--- src/rtl/sram_dp_responder.sv ---
// Behavioral dual-port byte-masked SRAM with one-cycle read latency and a clear engine.
// Optional define SRAM_RW_BYPASS_EN: write/read collisions forward merged write data.
module sram_dp_responder #(
   parameter  int DWIDTH = 64,
   parameter  int DEPTH  = 64,
   localparam int AWIDTH = $clog2(DEPTH),
   localparam int WMASK  = DWIDTH / 8,
   localparam int NWORDS = DEPTH / WMASK,
   localparam int OFS    = $clog2(WMASK)
) (
   input  logic              clk,
   input  logic              rst_n,
   input  logic              mem_clr,
   input  logic              ce_a,
   input  logic              ce_b,
   input  logic              we_a,
   input  logic              we_b,
   input  logic [AWIDTH-1:0] addr_a,
   input  logic [AWIDTH-1:0] addr_b,
   input  logic [WMASK-1:0]  wmask_a,
   input  logic [WMASK-1:0]  wmask_b,
   input  logic [DWIDTH-1:0] wdata_a,
   input  logic [DWIDTH-1:0] wdata_b,
   output logic [DWIDTH-1:0] rdata_a,
   output logic [DWIDTH-1:0] rdata_b,
   output logic              init_busy,
   output logic [7:0]        coll_cnt,
   output logic              misalign_err
);

   localparam int IW = (AWIDTH > OFS) ? (AWIDTH - OFS) : 1;
   localparam logic [IW-1:0] LAST = IW'(NWORDS - 1);
   localparam logic [AWIDTH-1:0] OFS_MASK = AWIDTH'(WMASK - 1);

   typedef enum logic {
      IDLE,
      CLEAR
   } state_t;

   state_t state, state_nxt;
   logic [IW-1:0] clr_idx, clr_idx_nxt;
   logic clr_start, clr_we, busy;

   logic [DWIDTH-1:0] mem [NWORDS];

   logic [IW-1:0] idx_a, idx_b;
   logic rd_a, rd_b, wr_a, wr_b;
   logic same_idx, coll, mis;
   logic [DWIDTH-1:0] merged, rd_val_a, rd_val_b;

   assign busy      = (state == CLEAR);
   assign init_busy = busy;

   assign idx_a = IW'(addr_a >> OFS);
   assign idx_b = IW'(addr_b >> OFS);

   assign rd_a = ce_a & ~we_a & ~busy;
   assign rd_b = ce_b & ~we_b & ~busy;
   assign wr_a = ce_a & we_a & ~busy;
   assign wr_b = ce_b & we_b & ~busy;

   assign same_idx = (idx_a == idx_b);
   assign coll     = ce_a & ce_b & same_idx & (we_a | we_b) & ~busy;
   assign mis      = ~busy & ((ce_a & (|(addr_a & OFS_MASK)))
                            | (ce_b & (|(addr_b & OFS_MASK))));

   always_ff @(posedge clk or negedge rst_n) begin
      if (!rst_n) begin
         state   <= IDLE;
         clr_idx <= '0;
      end else begin
         state   <= state_nxt;
         clr_idx <= clr_idx_nxt;
      end
   end

   always_comb begin
      state_nxt   = state;
      clr_idx_nxt = clr_idx;
      clr_start   = 1'b0;
      clr_we      = 1'b0;
      unique case (state)
         IDLE: begin
            if (mem_clr) begin
               state_nxt   = CLEAR;
               clr_idx_nxt = '0;
               clr_start   = 1'b1;
            end
         end
         CLEAR: begin
            clr_we      = 1'b1;
            clr_idx_nxt = clr_idx + IW'(1);
            if (clr_idx == LAST) begin
               state_nxt   = IDLE;
               clr_idx_nxt = '0;
            end
         end
         default: state_nxt = IDLE;
      endcase
   end

   // B is applied first so A's bytes override on a shared word
   always_ff @(posedge clk) begin
      if (clr_we) begin
         mem[clr_idx] <= '0;
      end else begin
         for (int i = 0; i < WMASK; i++) begin
            if (wr_b && wmask_b[i])
               mem[idx_b][8*i +: 8] <= wdata_b[8*i +: 8];
            if (wr_a && wmask_a[i])
               mem[idx_a][8*i +: 8] <= wdata_a[8*i +: 8];
         end
      end
   end

   // Port-A-wins merge of both writes onto the shared word
   always_comb begin
      merged = mem[idx_a];
      for (int i = 0; i < WMASK; i++) begin
         if (wr_b && same_idx && wmask_b[i])
            merged[8*i +: 8] = wdata_b[8*i +: 8];
         if (wr_a && wmask_a[i])
            merged[8*i +: 8] = wdata_a[8*i +: 8];
      end
   end

   always_comb begin
      rd_val_a = mem[idx_a];
      rd_val_b = mem[idx_b];
`ifdef SRAM_RW_BYPASS_EN
      if (coll) begin
         rd_val_a = merged;
         rd_val_b = merged;
      end
`else
      if (coll && 1'b0) begin
         rd_val_a = merged;
      end
`endif
   end

   always_ff @(posedge clk or negedge rst_n) begin
      if (!rst_n) begin
         rdata_a <= '0;
         rdata_b <= '0;
      end else begin
         if (busy && ce_a && !we_a)
            rdata_a <= '0;
         else if (rd_a)
            rdata_a <= rd_val_a;
         if (busy && ce_b && !we_b)
            rdata_b <= '0;
         else if (rd_b)
            rdata_b <= rd_val_b;
      end
   end

   always_ff @(posedge clk or negedge rst_n) begin
      if (!rst_n) begin
         coll_cnt     <= '0;
         misalign_err <= 1'b0;
      end else begin
         if (coll && (coll_cnt != 8'hFF))
            coll_cnt <= coll_cnt + 8'd1;
         if (clr_start)
            misalign_err <= 1'b0;
         else if (mis)
            misalign_err <= 1'b1;
      end
   end

endmodule

--- config.mk ---
export PLATFORM = sky130hd
export DESIGN_NAME = sram_dp_responder
export DESIGN_NICKNAME = d
export VERILOG_FILES = /design/src/rtl/sram_dp_responder.sv
export SDC_FILE = /design/constraint.sdc
export NUM_CORES = 1
export LEC_CHECK = 0
export BUFFER_PORTS_ARGS = -buffer_cell sky130_fd_sc_hd__buf_2
export CAP_MARGIN = 20
export CORE_UTILIZATION = 50
export CTS_BUF_LIST = sky130_fd_sc_hd__clkbuf_2 sky130_fd_sc_hd__clkbuf_4 sky130_fd_sc_hd__clkbuf_8
export DETAILED_ROUTE_END_ITERATION = 8
export HOLD_SLACK_MARGIN = 0.06
export PLACE_DENSITY = 0.71
export SLEW_MARGIN = 0
export SYNTH_ARGS = -nofsm -noshare
export SYNTH_HDL_FRONTEND = slang
export SYNTH_SLANG_ARGS = --single-unit
--- constraint.sdc ---
create_clock -name clk -period 2.06 [get_ports clk]
set_input_delay 0.412 -clock clk [delete_from_list [all_inputs] [get_ports clk]]
set_output_delay 0.412 -clock clk [all_outputs]
set_load 0.01 [all_outputs]
==> results of run 1 <==
[power breakdown]
part / total [mW] / switching (mW) / leakage [nW] / internal, mW
Clock: 11.8 / 5.34 / 1.17 / 6.46
Sequential: 19.6 / 1.71 / 6.73 / 17.9
Combinational: 12.8 / 7.07 / 8.13 / 5.69
Total: 44.2 / 14.1 / 16.0 / 30.1
[sequential cells by signal, summed over array words and instances, names as in the netlist]
name and count:
rdata_a 64, mem 512, rdata_b 64, clr_idx 3, misalign_err 1, coll_cnt 8, init_busy 1
[Yosys cell counts, types with 6 or more instances]
cell type	instances	area, µm²
mux2i_1	64	641
edfxtp_1	512	15400
dfrtp_1	141	3530
nand3_1	6	30.0
xor2_1	8	70.1
nand2_2	7	43.8
o22ai_1	61	382
nand4_1	64	400
nor2_4	14	158
nor2_1	40	150
o21ai_1	11	55.1
nand2_1	653	2450
buf_1	28	105
o21ai_0	568	2840
nor3_1	6	30.0
nor2_2	23	144
buf_4	61	458
a22oi_1	256	1920
a22o_1	64	561
a21oi_1	18	90.1
mux4_2	128	2880
buf_2	113	566
clkbuf_1	79	297
inv_1	6	22.5
[through the flow]
| step | TNS, ns | hold slack [ns] | instance area, µm² | power [mW] |
|---|---|---|---|---|
| final | -1.86 | 0.101 | 43700 | 44.2 |
| after global routing | -4.55 | 0.104 | 43700 | 45.5 |
| after CTS | -0.161 | 0.0605 | 42800 | 43.4 |
| after detailed placement | -686.50 | 0.330 | 39100 | 30.7 |
| after global placement | -682.70 | 0.324 | 39100 | 30.3 |
| after floorplan | -0.778 | 0.116 | 34300 | 24.8 |
[final cells by class]
| cell class | count | share of cell area [%] |
|---|---|---|
| timing repair buffer | 716 | 15.6 |
| multi-input combinational | 2055 | 33.5 |
| tap | 873 | 2.50 |
| sequential | 653 | 43.2 |
| antenna | 6 | 0.0343 |
| clock inverter | 42 | 0.730 |
| clock buffer | 156 | 4.30 |
| inverter | 7 | 0.0658 |
[how the worst min path moves through the flow]
stage,end
5_1_grt,mem[3][25]
6_report,mem[2][11]
3_5_place_dp,rdata_a[60]
2_1_floorplan,clr_idx[0]
3_3_place_gp,rdata_b[57]
4_1_cts,mem[3][25]
[worst reg2reg max path, stage by stage, from the launching register on]
cell and delay [ns]:
dfrtp_1 0.43, buf_6 0.16, and3b_2 0.30, buf_12 0.20, nand2_8 0.11, buf_12 0.16
nor2_4 0.18, buf_8 0.19, o21ai_0 0.12
[cell families after synthesis]
logic type	after synthesis
AO/OA/AOI/OAI	997
XOR/XNOR	10
adder cells (fa/ha/maj)	3
buffers and inverters	293
flip-flops	653
multiplexers	193
AND/OR/NAND/NOR	852
[repair_timing]
action,in CTS,in global routing
endpoints found under the hold margin,396,0
gates resized for setup,128,172
cloned,12,17
endpoints found under the setup margin,977,590
hold buffers,51,0
pin swaps,24,26
setup buffers,24,16
[per-layer routing]
metal	track usage, %	wire length [µm]	vias up
li1	-	-	12514
met1	42.7	42000	14195
met2	54.2	57200	2351
met3	10.0	17400	535
met4	20.0	6970	18
met5	0	93	-
==> impl_metrics.ini, run 1 <==
[drt]
num_vias = 29613
via_per_inst = 6.57
ant_nets = 0
totalWireLength_mm = 124
dr.first_iter.drc_count = 4171
wl_per_cell_um = 27.4
first_pass_iters = 6
drcViolationCount = 0

[floorplanning]
die_w_um = 262
num_rows = 95
io_pins = 301
fp.coreArea_mm2 = 0.0672
die_h_um = 262
die_area_mm2 = 0.0688
initial_utilization_pct = 50.5

[global_route]
grt_pass1_vias = 29560
grt_use_total_pct = 34.5
grt_max_degree = 65
antenna_found_initial = 13
overflow = 0
grt_pass1_wl_mm = 179

[worst_setup_path]
crit_buf_inv = 4
max_stage_delay_ns = 0.43
end_kind = flop
reg2reg_from = init_busy
regToRegSetupSlack_ns = -0.07
cp-start-kind = flop
cp.arrival_ns = 2.59
reg2regPathDepth = 8
cp_max_fo = 8
required_ns = 2.51
crit_end = mem[1][31]
cpMostUsedCell = buf_12
crit_start = init_busy
crit_chain = buf_6, and3b_2, buf_12, nand2_8, buf_12, nor2_4, buf_8, o21ai_0
worst_path_max_delay_cell = dfrtp_1
critical_path.top_delay_family = buffers and inverters
reg2reg_to = mem[1][31]
cp_num_cells = 8
worstSetupPathType = reg -> reg

[sta]
finalHoldViolations = 0
slew_violations = 0
fin_worst_skew_ns = 0.0543
fin_crit_sh_pct = 104
tightest_slew_ns = 0.638
setup_ws_ns = -0.0736
rsz0062_at_grt = yes
setup_viol_count_final = 98
slew_headroom_pct = 57.4
fin_crit_ns = 2.13
fmax_mhz = 469

[placed_design]
hpwl_mm = 78.0
numPortBuffers = 300
numPlacedInstances = 4184
place.gp.congestion = 0.909
pre_cts_slack_ns = -1.17

[synth]
async_reset_ff_share_pct = 21.6
synth_top_flop_cell = edfxtp_1
synth_xor_xnor_area_share_pct = 0.258
synth_warnings = 0
synth_fa_ha_area_share_pct = 0.111
syn-num-nets = 3167
ys_types = 58
synth_top_family_by_area = compound AO/OA/AOI/OAI gates
synth_compound_area_share_pct = 17.9
syn_area_mm2 = 0.0339
syn_inst = 3001
synth-edff-count = 512
synth-simple-area-share_pct = 11.0
synth.mux.area_fraction_pct = 10.4
ys_ff_latch = 653
seq_area_frac_synth_pct = 55.8
synth.avg_cell_area_um2 = 11.3

[finish]
nets = 3705
fin_util_pct = 65.1
area_growth_pct = 29.0
seq_area_mm2 = 0.0189
fin_cells = 4508
multiInputGateArea_mm2 = 0.0147
fillers = 4860
final_cell_mix = nand2_1, o21ai_0, edfxtp_1
final_common_cell = nand2_1
layout-drive-gt1-share_pct = 32.1

[clocking]
cts_buffers = 106
path_clk_slew_ns = 0.07
h-tree-depth = 3
cts_tree = yes
clock_sinks = 653
root_buffer = clkbuf_8
clk_latency_ns = 0.75
clock_path_buffers = 3

[job]
cap_violations = 0

[pwr]
leakage_nw = 16.0
ir_worst_vdd_mv = 0.493
power_density_mw_per_mm2 = 1010

[worst_hold_path]
min_path_cells = 3
min_from = wdata_a[11]
hold_path.class = in -> reg

[run_status]
status = finished, violations left
violations = setup timing
No activity file was read; power rests on OpenSTA's default activity.
==> run 2, diff against run 1 <==
--- a/config.mk
+++ b/config.mk
@@ -12,6 +12,7 @@
 export DETAILED_ROUTE_END_ITERATION = 8
 export HOLD_SLACK_MARGIN = 0.06
 export PLACE_DENSITY = 0.71
+export SETUP_SLACK_MARGIN = 0.4
 export SLEW_MARGIN = 0
 export SYNTH_ARGS = -nofsm -noshare
 export SYNTH_HDL_FRONTEND = slang
==> run 2 against run 1 <==
Effect of this change: the flow still finishes with violations (setup timing); utilization increased by 0.22 points; via count decreased by 2.4%; wire length decreased by 4.9%; final cell count decreased by 0.78%; die area unchanged; critical path type is now in -> reg; highest routed layer unchanged.
==> impl_metrics.ini, run 2 (synthesized netlist as in run 1, its figures left out) <==
[pwr]
power_density_mw_per_mm2 = 1050
p_clk_share_pct = 28.0
leakage_nw = 16.0
p_sw_share_pct = 31.3
p_seq_share_pct = 42.7
power_switching_mw = 14.4
ir_worst_vdd_mv = 0.554
power_frac_comb_pct = 29.3
p_int_mw = 31.7

[worst_setup_path]
crit_start = wmask_b[1]
worstSetupPathType = in -> reg
crit_end = mem[2][36]
end_kind = flop
cp_max_fo = 14
regToRegSetupSlack_ns = -0.03
reg2reg_from = init_busy
cp.arrival_ns = 2.54
cp-start-kind = primary input
reg2reg_to = mem[0][36]
required_ns = 2.48
reg2regPathDepth = 8

[drt]
ant_nets = 0
drcViolationCount = 0
num_vias = 28916
dr.first_iter.drc_count = 3813
totalWireLength_mm = 118
first_pass_iters = 7
via_per_inst = 6.46
wl_per_cell_um = 26.3

[placed_design]
placed_area_mm2 = 0.0399
numPortBuffers = 300
pre_cts_slack_ns = -0.778
hpwl_mm = 78.6
place.gp.congestion = 0.921

[sta]
tightest_slew_ns = 0.626
fin_crit_ns = 2.12
setup_ws_ns = -0.0642
finalHoldViolations = 0
slew_violations = 0
rsz0062_at_grt = yes
fin_worst_skew_ns = 0.0359
slew_headroom_pct = 58.0
fin_crit_sh_pct = 103
fin_hold_ws_ns = 0.0973
fmax_mhz = 471
setup_viol_count_final = 77

[clocking]
path_clk_slew_ns = 0.06
cts_buffers = 106
h-tree-depth = 3
clk_latency_ns = 0.74
root_buffer = clkbuf_8
clock_sinks = 653
cts_tree = yes
clock_path_buffers = 3

[floorplanning]
die_area_mm2 = 0.0688
num_rows = 95
die_w_um = 262
die_h_um = 262
initial_utilization_pct = 50.5
fp.coreArea_mm2 = 0.0672
io_pins = 301

[run_status]
status = finished, violations left
violations = setup timing

[finish]
seq_area_mm2 = 0.0189
stdcell_area_mm2 = 0.0439
layout-drive-gt1-share_pct = 32.7
area_growth_pct = 29.5
max_flop_register = mem
nets = 3669
final_common_cell = nand2_1
largestRegisters = mem (512), rdata_a (64), rdata_b (64)
largest_reg_flops = 512
multiInputGateArea_mm2 = 0.0149
fillers = 4798
final_cell_mix = nand2_1, o21ai_0, edfxtp_1

[global_route]
grt_use_total_pct = 33.7
antenna_found_initial = 9
grt_pass1_vias = 28900
overflow = 0
grt_pass1_wl_mm = 175
grt_max_degree = 83

[worst_hold_path]
hold_path.class = in -> reg

[job]
cap_violations = 0
[run 2: area by class of cell]
| cell class | instances | share of cell area (%) |
|---|---|---|
| flip-flops and latches | 653 | 43.1 |
| multi-input cells | 2055 | 33.9 |
| repair buffers | 680 | 14.8 |
| clock buffers | 164 | 4.63 |
| well taps | 873 | 2.49 |
| clock inverters | 37 | 0.973 |
| inverters | 7 | 0.0742 |
| diodes | 4 | 0.0228 |
[run 2: routing by layer]
| metal | GRT usage (%) | vias up | part of all wire [%] |
|---|---|---|---|
| met3 | 8.18 | 452 | 13 |
| met1 | 42.6 | 13845 | 35 |
| met4 | 18.1 | 6 | 5.2 |
| li1 | - | 12442 | - |
| met2 | 53.7 | 2171 | 47 |
| met5 | 0 | - | 0.033 |
[run 2: repair_timing]
action | 4_1_cts | 5_1_grt
hold buffers | 48 | 0
hold endpoints to repair | 305 | 0
pin swaps | 28 | 19
buffers inserted | 24 | 10
gates resized for setup | 60 | 110
gates cloned | 0 | 2
setup endpoints to repair | 1175 | 1232
[run 2: metrics by stage]
| stage | TNS, ns | utilization, % | instances | total power [mW] |
|---|---|---|---|---|
| CTS | 0 | 64.6 | 4457 | 45.7 |
| finish | -2.14 | 65.3 | 4473 | 46.0 |
| global placement | -455.45 | 59.5 | 4184 | 31.9 |
| global route | -0.910 | 65.3 | 4473 | 47.5 |
| floorplan | 0 | - | 3001 | 25.7 |
| detailed placement | -480.82 | 59.5 | 4184 | 32.3 |
[run 2: how the worst min path moves through the flow]
| stage | startpoint | end | slack [ns] | depth (start not counted) |
|---|---|---|---|---|
| floorplan | rst_n | clr_idx[0] | 0.12 | 0 |
| global placement | rst_n | rdata_a[60] | 0.42 | 1 |
| detailed placement | rst_n | rdata_a[60] | 0.42 | 1 |
| CTS | wdata_a[10] | mem[3][10] | 0.06 | 3 |
| global route | wdata_a[23] | mem[4][23] | 0.11 | 3 |
| finish | wdata_b[29] | mem[5][29] | 0.1 | 3 |
[run 2: power groups by stage]
stage	registers [mW]	logic (mW)	clock network, mW
global route	19.9	14.1	13.5
detailed placement	19.8	12.5	0
global placement	19.6	12.3	0
floorplan	19.5	6.22	0
CTS	19.6	13.1	13.0
finish	19.7	13.5	12.9
[run 2: critical path, cell delays in order]
cell	delay, ns
clkbuf_4	0.20
nor4_4	0.63
a211oi_4	0.16
buf_12	0.19
buf_4	0.15
nor3_4	0.14
a31oi_4	0.05
buf_12	0.16
buf_12	0.12
o22ai_4	0.13
buf_12	0.17
